--- src/rtl/psum_acc_relu.sv ---
// psum_acc_relu: accumulates groups of signed psums, then ReLU-clamps and saturates the sum
module psum_acc_relu #(
  parameter int psum_bw = 16,
  parameter int len_bw  = 4
) (
  input  logic               clk,
  input  logic               reset,
  input  logic               in_valid,
  output logic               in_ready,
  input  logic [psum_bw-1:0] in_psum,
  input  logic [len_bw-1:0]  acc_len,
  input  logic               relu_en,
  output logic               out_valid,
  input  logic               out_ready,
  output logic [psum_bw-1:0] out_data
);
  localparam int acc_bw = psum_bw + len_bw;
  localparam logic signed [acc_bw-1:0] pos_max = {{(len_bw+1){1'b0}}, {(psum_bw-1){1'b1}}};
  localparam logic signed [acc_bw-1:0] neg_min = {{(len_bw+1){1'b1}}, {(psum_bw-1){1'b0}}};
  typedef enum logic {accum, hold} state_t;
  state_t state, state_nx;
  logic [len_bw-1:0] cnt, len, len_eff;
  logic relu, relu_eff, take, last;
  logic signed [acc_bw-1:0] acc, sum;
  logic [psum_bw-1:0] result;
  assign take = in_valid && in_ready;
  // group parameters come from the ports on the first psum, from the latched copies afterwards
  always_comb begin
    len_eff  = cnt == '0 ? (acc_len == '0 ? len_bw'(1) : acc_len) : len;
    relu_eff = cnt == '0 ? relu_en : relu;
    sum      = (cnt == '0 ? '0 : acc) + {{len_bw{in_psum[psum_bw-1]}}, in_psum};
    last     = cnt + len_bw'(1) == len_eff;
    result   = relu_eff && sum[acc_bw-1] ? '0 :
               sum > pos_max ? pos_max[psum_bw-1:0] :
               sum < neg_min ? neg_min[psum_bw-1:0] : sum[psum_bw-1:0];
  end
  // state register
  always_ff @(posedge clk) begin
    if (reset) state <= accum;
    else state <= state_nx;
  end
  // next state: leave ACCUM on the closing psum, leave HOLD when the result is taken
  always_comb begin
    state_nx = state == accum ? (take && last ? hold : accum) : (out_ready ? accum : hold);
  end
  // handshake outputs decoded from the registered state
  always_comb begin
    in_ready  = state == accum;
    out_valid = state == hold;
  end
  // accumulator, group counter, latched group settings and the held result
  always_ff @(posedge clk) begin
    if (reset) begin
      cnt      <= '0;
      len      <= '0;
      relu     <= 1'b0;
      acc      <= '0;
      out_data <= '0;
    end else if (take) begin
      acc <= sum;
      cnt <= last ? '0 : cnt + len_bw'(1);
      if (cnt == '0) begin
        len  <= len_eff;
        relu <= relu_en;
      end
      if (last) out_data <= result;
    end
  end
endmodule

--- config.mk ---
export PLATFORM = sky130hd
export DESIGN_NAME = psum_acc_relu
export DESIGN_NICKNAME = d
export VERILOG_FILES = /design/src/rtl/psum_acc_relu.sv
export SDC_FILE = /design/constraint.sdc
export NUM_CORES = 1
export LEC_CHECK = 0
export BUFFER_PORTS_ARGS = -buffer_cell sky130_fd_sc_hd__buf_2
export CAP_MARGIN = 20
export CORE_MARGIN = 2
export CORE_UTILIZATION = 53
export DETAILED_ROUTE_END_ITERATION = 8
export HOLD_SLACK_MARGIN = 0.12
export PLACE_DENSITY = 0.75
export SYNTH_ARGS = -nofsm -noshare
export SYNTH_HDL_FRONTEND = slang
export SYNTH_SLANG_ARGS = --single-unit
export TNS_END_PERCENT = 100
--- constraint.sdc ---
create_clock -name clk -period 9.8 [get_ports clk]
set_clock_uncertainty 0.05 [all_clocks]
set_input_delay 1.96 -clock clk [delete_from_list [all_inputs] [get_ports clk]]
set_output_delay 1.96 -clock clk [all_outputs]
set_load 0.005 [all_outputs]
After elaboration in Yosys (flattened, before gate mapping)
Cells that the tools add are included. W data, S select, Z words.

Add/subtract/negate cells: 2. Order comparisons: 2. Equal/unequal tests: 1. Mux-type cells: 11. Bitwise gates (word level): 1. Reduce and logical (&&, ||, !) cells: 7.

Operators with widths (number): $mux W16 (3); $add A20 B20 Y20 (1); $gt A20 B16 Y1 const B (1); $lt A20 B16 Y1 const B (1); $mux W20 (1); $mux W4 (3); $logic_not A4 Y1 (2); $add A4 B1 Y4 const B (1); $eq A4 B4 Y1 (1); $mux W1 (4); $reduce_and A2 Y1 (2); $logic_and A1 B1 Y1 (3); $not A1 Y1 (1).

Flip-flop bits (word level): 46. Bits of input ports: 25. Logic and storage cells: 30.

Depth between registers and ports, before layout
Gate-level depths: netlist of the first run.

Depth in word-level cells: 7. Gate-level depth with buffers: 16.

Least setup slack after synthesis of the first run
OpenSTA, ideal clock, no wires.

Path type: in2reg. Start: in in_psum[0]. End: reg out_data[10]. Library setup time: 0.060 ns. Data arrival time: 4.300 ns. Slack: 5.390 ns. Cell stages on the path: 11. Path buffers: 1. Cells stage by stage: ha_1 > fa_1 > a211oi_2 > or3_4 > a21oi_1 > or3_2 > a21oi_1 > nand4_1 > a21oi_2 > buf_6 > a221o_1.

Cells in the longest elaborated chain, start to end: 5. Elaborated cells on any way between the ends: 7. Those cells by class: 1 x add/sub; 2 x order compare; 3 x mux; 1 x reduce/logical.

Ends and longest elaborated chain: from (decl) (line 10) `input logic [psum_bw-1:0] in_psum,`; $add A20 B20 Y20 * (line 31) `sum = (cnt == '0 ? '0 : acc) + {{len_bw{in_psum[psum_bw-1]}}, in_psum};`; $lt A20 B16 Y1 (line 35) `sum < neg_min ? neg_min[psum_bw-1:0] : sum[psum_bw-1:0];`; $mux W16 (line 35); $mux W16 (line 34) `sum > pos_max ? pos_max[psum_bw-1:0] :`; $mux W16 * (line 33) `result = relu_eff && sum[acc_bw-1] ? '0 :`; to (signal assigned) (line 66) `if (last) out_data <= result;`; to (decl) (line 15) `output logic [psum_bw-1:0] out_data`.

Mark *: on every way between the ends. The rest lies on a longest branch, timed or not. A chain may end at the register's enable or synchronous reset.

Final worst setup path of the first run
Start: in in_psum[0]. End: reg out_data[3].

Same word-level chain as after synthesis.

==> impl_results.md, run 1 <==
- Status: completed
- # nets final: approximately 440
- TritonCTS clock tree: done
- WL/cell: about 15 um
- WL final: 6.81 mm
- Core area: 0.00551 mm2
- Vias in the first global route: 2439
- Clock tree buffer depth: 2
- Synth Net Count: 414
- Crit end category: flip-flop
- Unrepaired setup endpoints after global routing: no
- Yosys cell types: 52
- Vias: ~2.6k
- Worst VDD drop: 0.102 mV
- Final setup vio count: 0
- Max_slew headroom: 0.333
- HP Class: reg -> reg
- Initial antenna violation count: 0
- Via-to-Cell Ratio: 5.62
- Worst-path clk slew: 100 ps
- Kind of critical path: in -> reg
- # DRC: 0
- YS warnings: 0
- Worst path top cell family by delay: compound AO/OA/AOI/OAI gates
- Final TNS setup: 0 ps
- Synth Area in Adders: 0.0939
- Num CTS Buffers: 5
- Remaining global-route overflow: 0
- Width of the die: 79.4 um
- Ant diodes: 0
- Wire length of the first global-routing pass: 11.4 mm
- PwrDens: 171 mW/mm2
- Die Y: 79.4 um
- Mapped Area: around 0.003 mm2
- Router iterations before antenna repair: 4
- DRT antenna net count: 0
- 1st-iter DRT viols: roughly 100
- Buf/Inv on CP: 1
- WP data arrival: 4840 ps
- Worst-margin pin slew: 997 ps
- Post-route worst setup slack: 5170 ps
- Layout area overhead: 9.88%
- Worst-Skew Late Latency: 310 ps
- Ordered cell list for the critical path: buf_2 -> ha_1 -> fa_1 -> a211oi_2 -> or3_4 -> a21oi_1 -> or3_2 -> a21oi_1 -> nand4_1 -> a21oi_2 -> a221o_2
- CTS Sinks: 46
- Global placement routability congestion: about 0.84
- Period utilisation layout: 0.473
- Rows: 27
- Min Tclk post-route: 4630 ps
- Post-synthesis mux area share: 0.0104
- Synth Area per Inst: 8.21 um2
- HPWL Detailed: 5.01 mm
- Die area: 0.00630 mm2
- Share of cells above drive strength 1: 0.189
- CP max-delay cell: a21oi_2
- Fmax: 216 MHz
- Initial Utilization: 0.547
- # IOs: 43
- Main combinational cell family by area after synthesis: simple AND/OR/NAND/NOR gates
- Hold Path Depth: 2
- Simple-Gate Fraction of Synth Area: 0.240
- Port Buffers: 42
- Yosys reg bits: 46
- Max-cap violations: 0
- Layout Utilization: 0.601
- Mapped Cells: 367
- Synth top area cells: dfxtp_1 31%, ha_1 8.7%, a21oi_1 7.0%, nand2_1 6.7%, nor2b_1 4.6%
- Post-synthesis compound-gate area fraction: 0.229
- Fin. Hold Viols: 0
- Post_cts resized: 0
- Worst path depth: 11
- Cell repeated most along the worst path: a21oi_1
- Pre-CTS setup slack: approximately 4900 ps
- Data required, critical path: 10010 ps
- Fillers: approximately 500
- XOR/XNOR Fraction of Synth Area: 0.0752
- Dpl cell area: 0.00322 mm2
- Design area: roughly 0.0033 mm2
- GR Util All Layers: 0.229
- Final hold slack: between 400 and 500 ps
- H-tree Lvls: 2
- Hold buffers post-CTS: 0
- FF-to-FF path depth: 15
- Leading area contributor after synthesis: dfxtp_1
- CP max FO: 14
- Sequential share of the synthesized area: 0.306
- Largest net degree at the start of global routing: 34
- CP max stage delay: between 500 and 600 ps
- Post CTS Setup Buffer Count: 0
- CTS root buf: clkbuf_8
- Leakage: 0.00147 uW
- Slew Viols, Final: 0
- Startpoint types: input port
- Top cell type's share of synthesized area: 0.306
## final timing paths
check	from	end	slack, ps
max	in_psum[0]	out_data[3]$_SDFFE_PP0P_	5170
min	acc[6]$_SDFFE_PP0P_	acc[6]$_SDFFE_PP0P_	400
max reg2reg	cnt[0]$_SDFFE_PP0P_	out_data[3]$_SDFFE_PP0P_	5490
min reg2reg	acc[6]$_SDFFE_PP0P_	acc[6]$_SDFFE_PP0P_	400
## registers in the layout, indices dropped and copies added, names as in the netlist
| name | cells |
|---|---|
| acc | 20 |
| out_data | 16 |
| out_valid | 1 |
| relu | 1 |
| cnt | 4 |
| len | 4 |
## cell usage in the layout, fill, tap and decap left out, drive strengths merged, types with 11 or more instances in the layout
master  instances
a21oi          44
dfxtp          46
xnor2          16
nor2b          22
o21ai          15
ha             21
nand2          54
a221o          11
nor2           22
buf            45
## cells in the mapped netlist, drive strengths merged
cell / number
a221oi: 2
nand2: 54
o21a: 2
nand3: 9
mux2i: 2
nor2: 22
and2: 1
nor4: 2
nor2b: 22
buf: 11
inv: 5
and3b: 1
a21o: 8
and4: 2
dfxtp: 46
or2: 2
nor3: 9
or3: 4
nand4b: 1
and3: 1
nand2b: 1
o22ai: 2
o21bai: 4
a31oi: 4
o21ai: 15
fa: 1
a21oi: 44
a211oi: 7
a221o: 11
nor3b: 1
a22o: 3
mux2: 1
nand4: 6
a211o: 2
clkbuf: 12
xnor2: 16
xor2: 9
a22oi: 1
ha: 21
## metrics by stage
step	std cells	total power (uW)
after global routing	469	600
after CTS	469	567
after floorplan	367	391
after global placement	461	440
final	469	565
after detailed placement	461	444
## worst register-to-register path: stages (launching register included)
cell and delay, ps:
dfxtp_1 360, inv_1 100, ha_1 200, nor3b_4 360, buf_4 330, nor2b_1 90
ha_1 210, fa_1 450, a211oi_2 240, or3_4 170, a21oi_1 90, or3_2 470
a21oi_1 160, nand4_1 160, a21oi_2 550, a221o_2 260
## final cells by class
| class | count | area, um2 | area share |
|---|---|---|---|
| clock buffers | 5 | 68.8 | 0.0208 |
| clock inverters | 3 | 23.8 | 0.00718 |
| inverters | 5 | 18.8 | 0.00567 |
| multi-input cells | 293 | 1960 | 0.591 |
| flip-flops and latches | 46 | 921 | 0.278 |
| well taps | 72 | 90.1 | 0.0272 |
| repair buffers | 45 | 233 | 0.0703 |
## metal layers
metal  vias up  wire length (um)  part of all wire  track usage
met3        15               192             0.028       0.0373
met4         0               175             0.026       0.0914
met1      1208              3230              0.47        0.295
li1       1363                 -                 -            -
met2        49              3210              0.47        0.383
met5         -                 0                 0            0
## power by group
group / switching, uW / leakage [uW] / internal, uW / total (uW)
clock network: 72.9 / 0.0000408 / 51.1 / 124
registers: 13.0 / 0.000376 / 212 / 225
logic: 126 / 0.00105 / 89.3 / 216
total: 212 / 0.00147 / 352 / 565
## logic make-up after synthesis
group | Yosys count
and+or+nand+nor | 138
DFF | 46
muxes | 3
AOI/OAI and AO/OA | 105
xor gates and xnor gates | 25
adders and majority gates | 22
buffers and inverters | 28
No activity file was read; power rests on OpenSTA's default activity.
==> run 2: changes to the inputs <==
CORE_UTILIZATION = 52   (was 53)
PLACE_DENSITY = 0.76   (was 0.75)
clock period = 4.14 ns   (was 9.8 ns; I/O delays follow)
==> impl_results.md, run 2 (synthesis results as in run 1) <==
- Status: completed
- Total power: 1410 uW
- Top reg by flops: acc
- Num CTS Buffers: 5
- Kind of critical path: reg -> reg
- Worst-Skew Late Latency: roughly 300 ps
- Initial Utilization: 0.544
- 1st-iter DRT viols: 168
- # nets final: 444
- Core area: 0.00554 mm2
- Worst-margin pin slew: ~1100 ps
- Largest net degree at the start of global routing: 34
- Die Y: 80.1 um
- Pre-CTS setup slack: 221 ps
- # DRC: 0
- Min Tclk post-route: 3880 ps
- CTS Sinks: 46
- Via-to-Cell Ratio: 5.75
- Slew Viols, Final: 0
- Critical Path Source: cnt[0]$_SDFFE_PP0P_
- Crit end category: flip-flop
- Commonest non-fill, non-tap cell in the layout: nand2_1
- Max-cap violations: 0
- Initial antenna violation count: 0
- WL/cell: 15.0 um
- Vias: around 2.7k
- Unrepaired setup endpoints after global routing: no
- Worst VDD drop: around 0.35 mV
- TritonCTS clock tree: done
- Die area: 0.00642 mm2
- DRT antenna net count: 0
- Router iterations before antenna repair: 4
- Most frequent cells in the layout: 54 x nand2_1, 46 x dfxtp_1, 42 x a21oi_1, 42 x buf_2
- Share of cells above drive strength 1: 0.191
- Rows: 27
- HPWL Detailed: 5.29 mm
- CTS root buf: clkbuf_8
- WP data arrival: approximately 4100 ps
- Hold_sp: len[1]$_SDFFE_PP0P_
- CP max FO: 16
- PwrDens: 420 mW/mm2
- Period utilisation layout: 0.936
- Final setup vio count: 0
- Dpl cell area: 0.00323 mm2
- Final TNS setup: 0 ps
- Port Buffers: 42
- GR Util All Layers: 0.233
- Max_slew headroom: 0.274
- Post-route worst setup slack: 264 ps
- Max reg flops: 20
- Width of the die: 80.1 um
- Leakage: about 0.0015 uW
- # IOs: 43
- Wire length of the first global-routing pass: 11.9 mm
- Remaining global-route overflow: 0
- HP Class: reg -> reg
- Layout area overhead: 11.4%
- Worst-path clk slew: 100 ps
- Worst reg2reg path startpoint: cnt[0]$_SDFFE_PP0P_
- Startpoint types: flip-flop
- Fin. Hold Viols: 0
- Hold buffers post-CTS: 0
- Data required, critical path: 4340 ps
- Top Registers: acc: 20 flops, out_data: 16 flops
- Ant diodes: 0
- Design area: approximately 0.0034 mm2
- Fmax: 258 MHz
- Vias in the first global route: approximately 2.6k
- WL final: just over 7 mm
- Clock tree buffer depth: 2
- H-tree Lvls: 2
- Global placement routability congestion: 0.894
-- run 2: cell types whose count changed in the layout (fill, tap and decap cells not counted), sizes merged --
cell / previous run / this run
inv: 6 / 7
buf: 45 / 46
clkinvlp: 2 / 0
bufinv: 0 / 1
-- run 2: area by class of cell --
class / instances / area, um2
Multi-Input combinational cell: 293 / 1970
Sequential cell: 46 / 921
Clock buffer: 5 / 68.8
Fill cell: 528 / 2180
Tap cell: 72 / 90.1
Inverter: 5 / 18.8
Clock inverter: 3 / 47.5
Timing Repair Buffer: 46 / 240
-- run 2: path summary, 6_finish.rpt --
check | endpoint | slack, ps | cells after the start
min | len[1]$_SDFFE_PP0P_ | 400 | 2
max reg2reg | out_data[8]$_SDFFE_PP0P_ | 260 | 14
min reg2reg | len[1]$_SDFFE_PP0P_ | 400 | 2
max | out_data[8]$_SDFFE_PP0P_ | 260 | 14
-- run 2: per-layer routing --
metal  up-vias  wire (um)  GRT usage
met4         0         79     0.0593
met3         9        353     0.0449
li1       1366          -          -
met1      1262       3230      0.299
met2        65       3380      0.398
met5         -          0          0
-- run 2: metrics by stage --
stage,cells,util,hold slack [ps]
finish,470,0.606,405
global route,470,0.606,427
CTS,470,0.603,406
detailed placement,462,0.582,392
global placement,462,0.582,388
floorplan,367,-,382
-- run 2: power breakdown --
| group | leakage [uW] | total (uW) | internal, uW | switching [uW] |
|---|---|---|---|---|
| clock | 0.0000591 | 353 | 184 | 168 |
| sequential | 0.000376 | 532 | 502 | 30.7 |
| combinational | 0.00106 | 524 | 216 | 308 |
| total | 0.00149 | 1410 | 903 | 507 |
-- run 2: worst max-delay path, stage by stage, from the launching register on --
cell and delay (ps):
dfxtp_1 350, inv_1 100, ha_1 200, nor3b_4 240, buf_4 270, nor2b_1 80
ha_1 380, a21o_1 220, o21bai_1 150, a221oi_1 280, nand3_1 140, xor2_1 370
nand4_1 290, a21oi_4 450, a221o_1 220
-- run 2: repair_timing --
item | in CTS | in global routing
setup buffers | 0 | 0
gates resized for setup | 0 | 2
endpoints found under the setup margin | 0 | 13
==> run 3: changes to the inputs <==
CAP_MARGIN = 10   (was 20)
GPL_TIMING_DRIVEN = 0   (was unset)
==> impl_results.md, run 3 (synthesis results as in run 1) <==
- Status: completed
- Top reg by flops: acc
- H-tree Lvls: 2
- DRT antenna net count: 0
- 1st-iter DRT viols: 174
- Top Registers: acc: 20 flops, out_data: 16 flops
- Data required, critical path: 4350 ps
- HP Class: reg -> reg
- Commonest non-fill, non-tap cell in the layout: nand2_1
- PwrDens: 417 mW/mm2
- Fmax: 257 MHz
- Dpl cell area: 0.00331 mm2
- Vias: 2844
- Worst-path clk slew: 100 ps
- Slew Viols, Final: 0
- WL/cell: between 15 and 20 um
- WP data arrival: 4110 ps
- Largest net degree at the start of global routing: 17
- Rows: 27
- Wire length of the first global-routing pass: 12.4 mm
- Max reg flops: 20
- Worst VDD drop: 0.343 mV
- Worst-Skew Late Latency: just over 300 ps
- Initial Utilization: 0.544
- Design area: 0.00350 mm2
- Kind of critical path: reg -> reg
- CP max FO: 10
- Leakage: between 0.0015 and 0.002 uW
- Fin. Hold Viols: 0
- Worst-margin pin slew: 623 ps
- CTS Sinks: 46
- Max-cap violations: 0
- Initial antenna violation count: 0
- GR Util All Layers: 0.247
- Via-to-Cell Ratio: 5.77
- Layout area overhead: 16.1%
- # DRC: 0
- Register area: about 920 um2
- WL final: 7.65 mm
- Min Tclk post-route: 3900 ps
- Most frequent cells in the layout: 54 x nand2_1, 48 x buf_2, 46 x dfxtp_1, 42 x a21oi_1
- Ant diodes: 0
- Placed insts: between 400 and 500
- Router iterations before antenna repair: 5
- Fillers: 515
- Share of cells above drive strength 1: 0.216
- Period utilisation layout: 0.942
- # nets final: 467
- TritonCTS clock tree: done
- Multi-input logic area: 0.00198 mm2
- Global placement routability congestion: 0.914
- Port Buffers: 41
- Max_slew headroom: 0.582
- Final setup vio count: 0
- HPWL Detailed: 5.69 mm
- Die Y: about 80 um
- Core area: 0.00554 mm2
- CTS root buf: clkbuf_8
- Post-route insts no fill: a little under 500
- Startpoint types: flip-flop
- Width of the die: 80.1 um
- Crit end category: flip-flop
- Remaining global-route overflow: 0
- Final hold slack: 407 ps
- # IOs: 43
- Unrepaired setup endpoints after global routing: no
- Clock tree buffer depth: 2
- Vias in the first global route: 2671
- Die area: 0.00642 mm2
- Num CTS Buffers: 5
-- run 3: worst paths after layout --
path	slack (ps)	depth (start not counted)	to	from
max reg2reg	240	16	out_data[13]$_SDFFE_PP0P_	cnt[0]$_SDFFE_PP0P_
min reg2reg	410	2	acc[13]$_SDFFE_PP0P_	acc[13]$_SDFFE_PP0P_
min	410	2	acc[13]$_SDFFE_PP0P_	acc[13]$_SDFFE_PP0P_
max	240	16	out_data[13]$_SDFFE_PP0P_	cnt[0]$_SDFFE_PP0P_
-- run 3: per-layer routing --
layer	up-vias	global-route usage	part of all wire
met5	-	0	0
met3	10	0.0438	0.052
met1	1329	0.306	0.45
met4	0	0.0932	0.019
li1	1420	-	-
met2	85	0.424	0.48
-- run 3: timing repair --
action | CTS | global route
gates cloned | 0 | 0
pin swaps | 0 | 2
setup buffers | 1 | 4
hold buffers | 0 | 0
endpoints found under the setup margin | 15 | 15
resized for setup | 2 | 9
-- run 3: per-stage QoR --
stage	TNS, ps	power [uW]	utilization	setup slack (ps)
after global placement	-2250	1050	0.597	-199
final	0	1460	0.631	242
after floorplan	0	925	-	422
after CTS	0	1430	0.621	50.1
after detailed placement	-3310	1060	0.597	-274
after global routing	0	1550	0.631	23.4
-- run 3: power breakdown --
group	internal, uW	leakage [uW]	total (uW)	switching, uW
Clock	184	0.0000563	363	179
Sequential	502	0.000376	532	30.2
Combinational	239	0.00113	562	323
Total	925	0.00156	1460	533
-- run 3: final cells by class --
cell class / count / area share
clock buffers: 5 / 0.0197
multi-input cells: 293 / 0.566
plain buffers: 23 / 0.0361
clock inverters: 3 / 0.0140
repair buffers: 46 / 0.0694
inverters: 5 / 0.00537
well taps: 72 / 0.0258
flip-flops and latches: 46 / 0.263
-- run 3: critical path, cell delays in order (launching register included) --
cell	delay (ps)
dfxtp_1	360
inv_1	100
ha_1	190
nor3b_4	260
buf_6	180
nor2b_1	60
ha_1	210
fa_2	390
a211oi_2	250
or3_4	180
a21oi_1	110
or3_2	500
a21oi_1	180
nand4_1	250
a21oi_4	290
buf_6	170
a221o_1	130
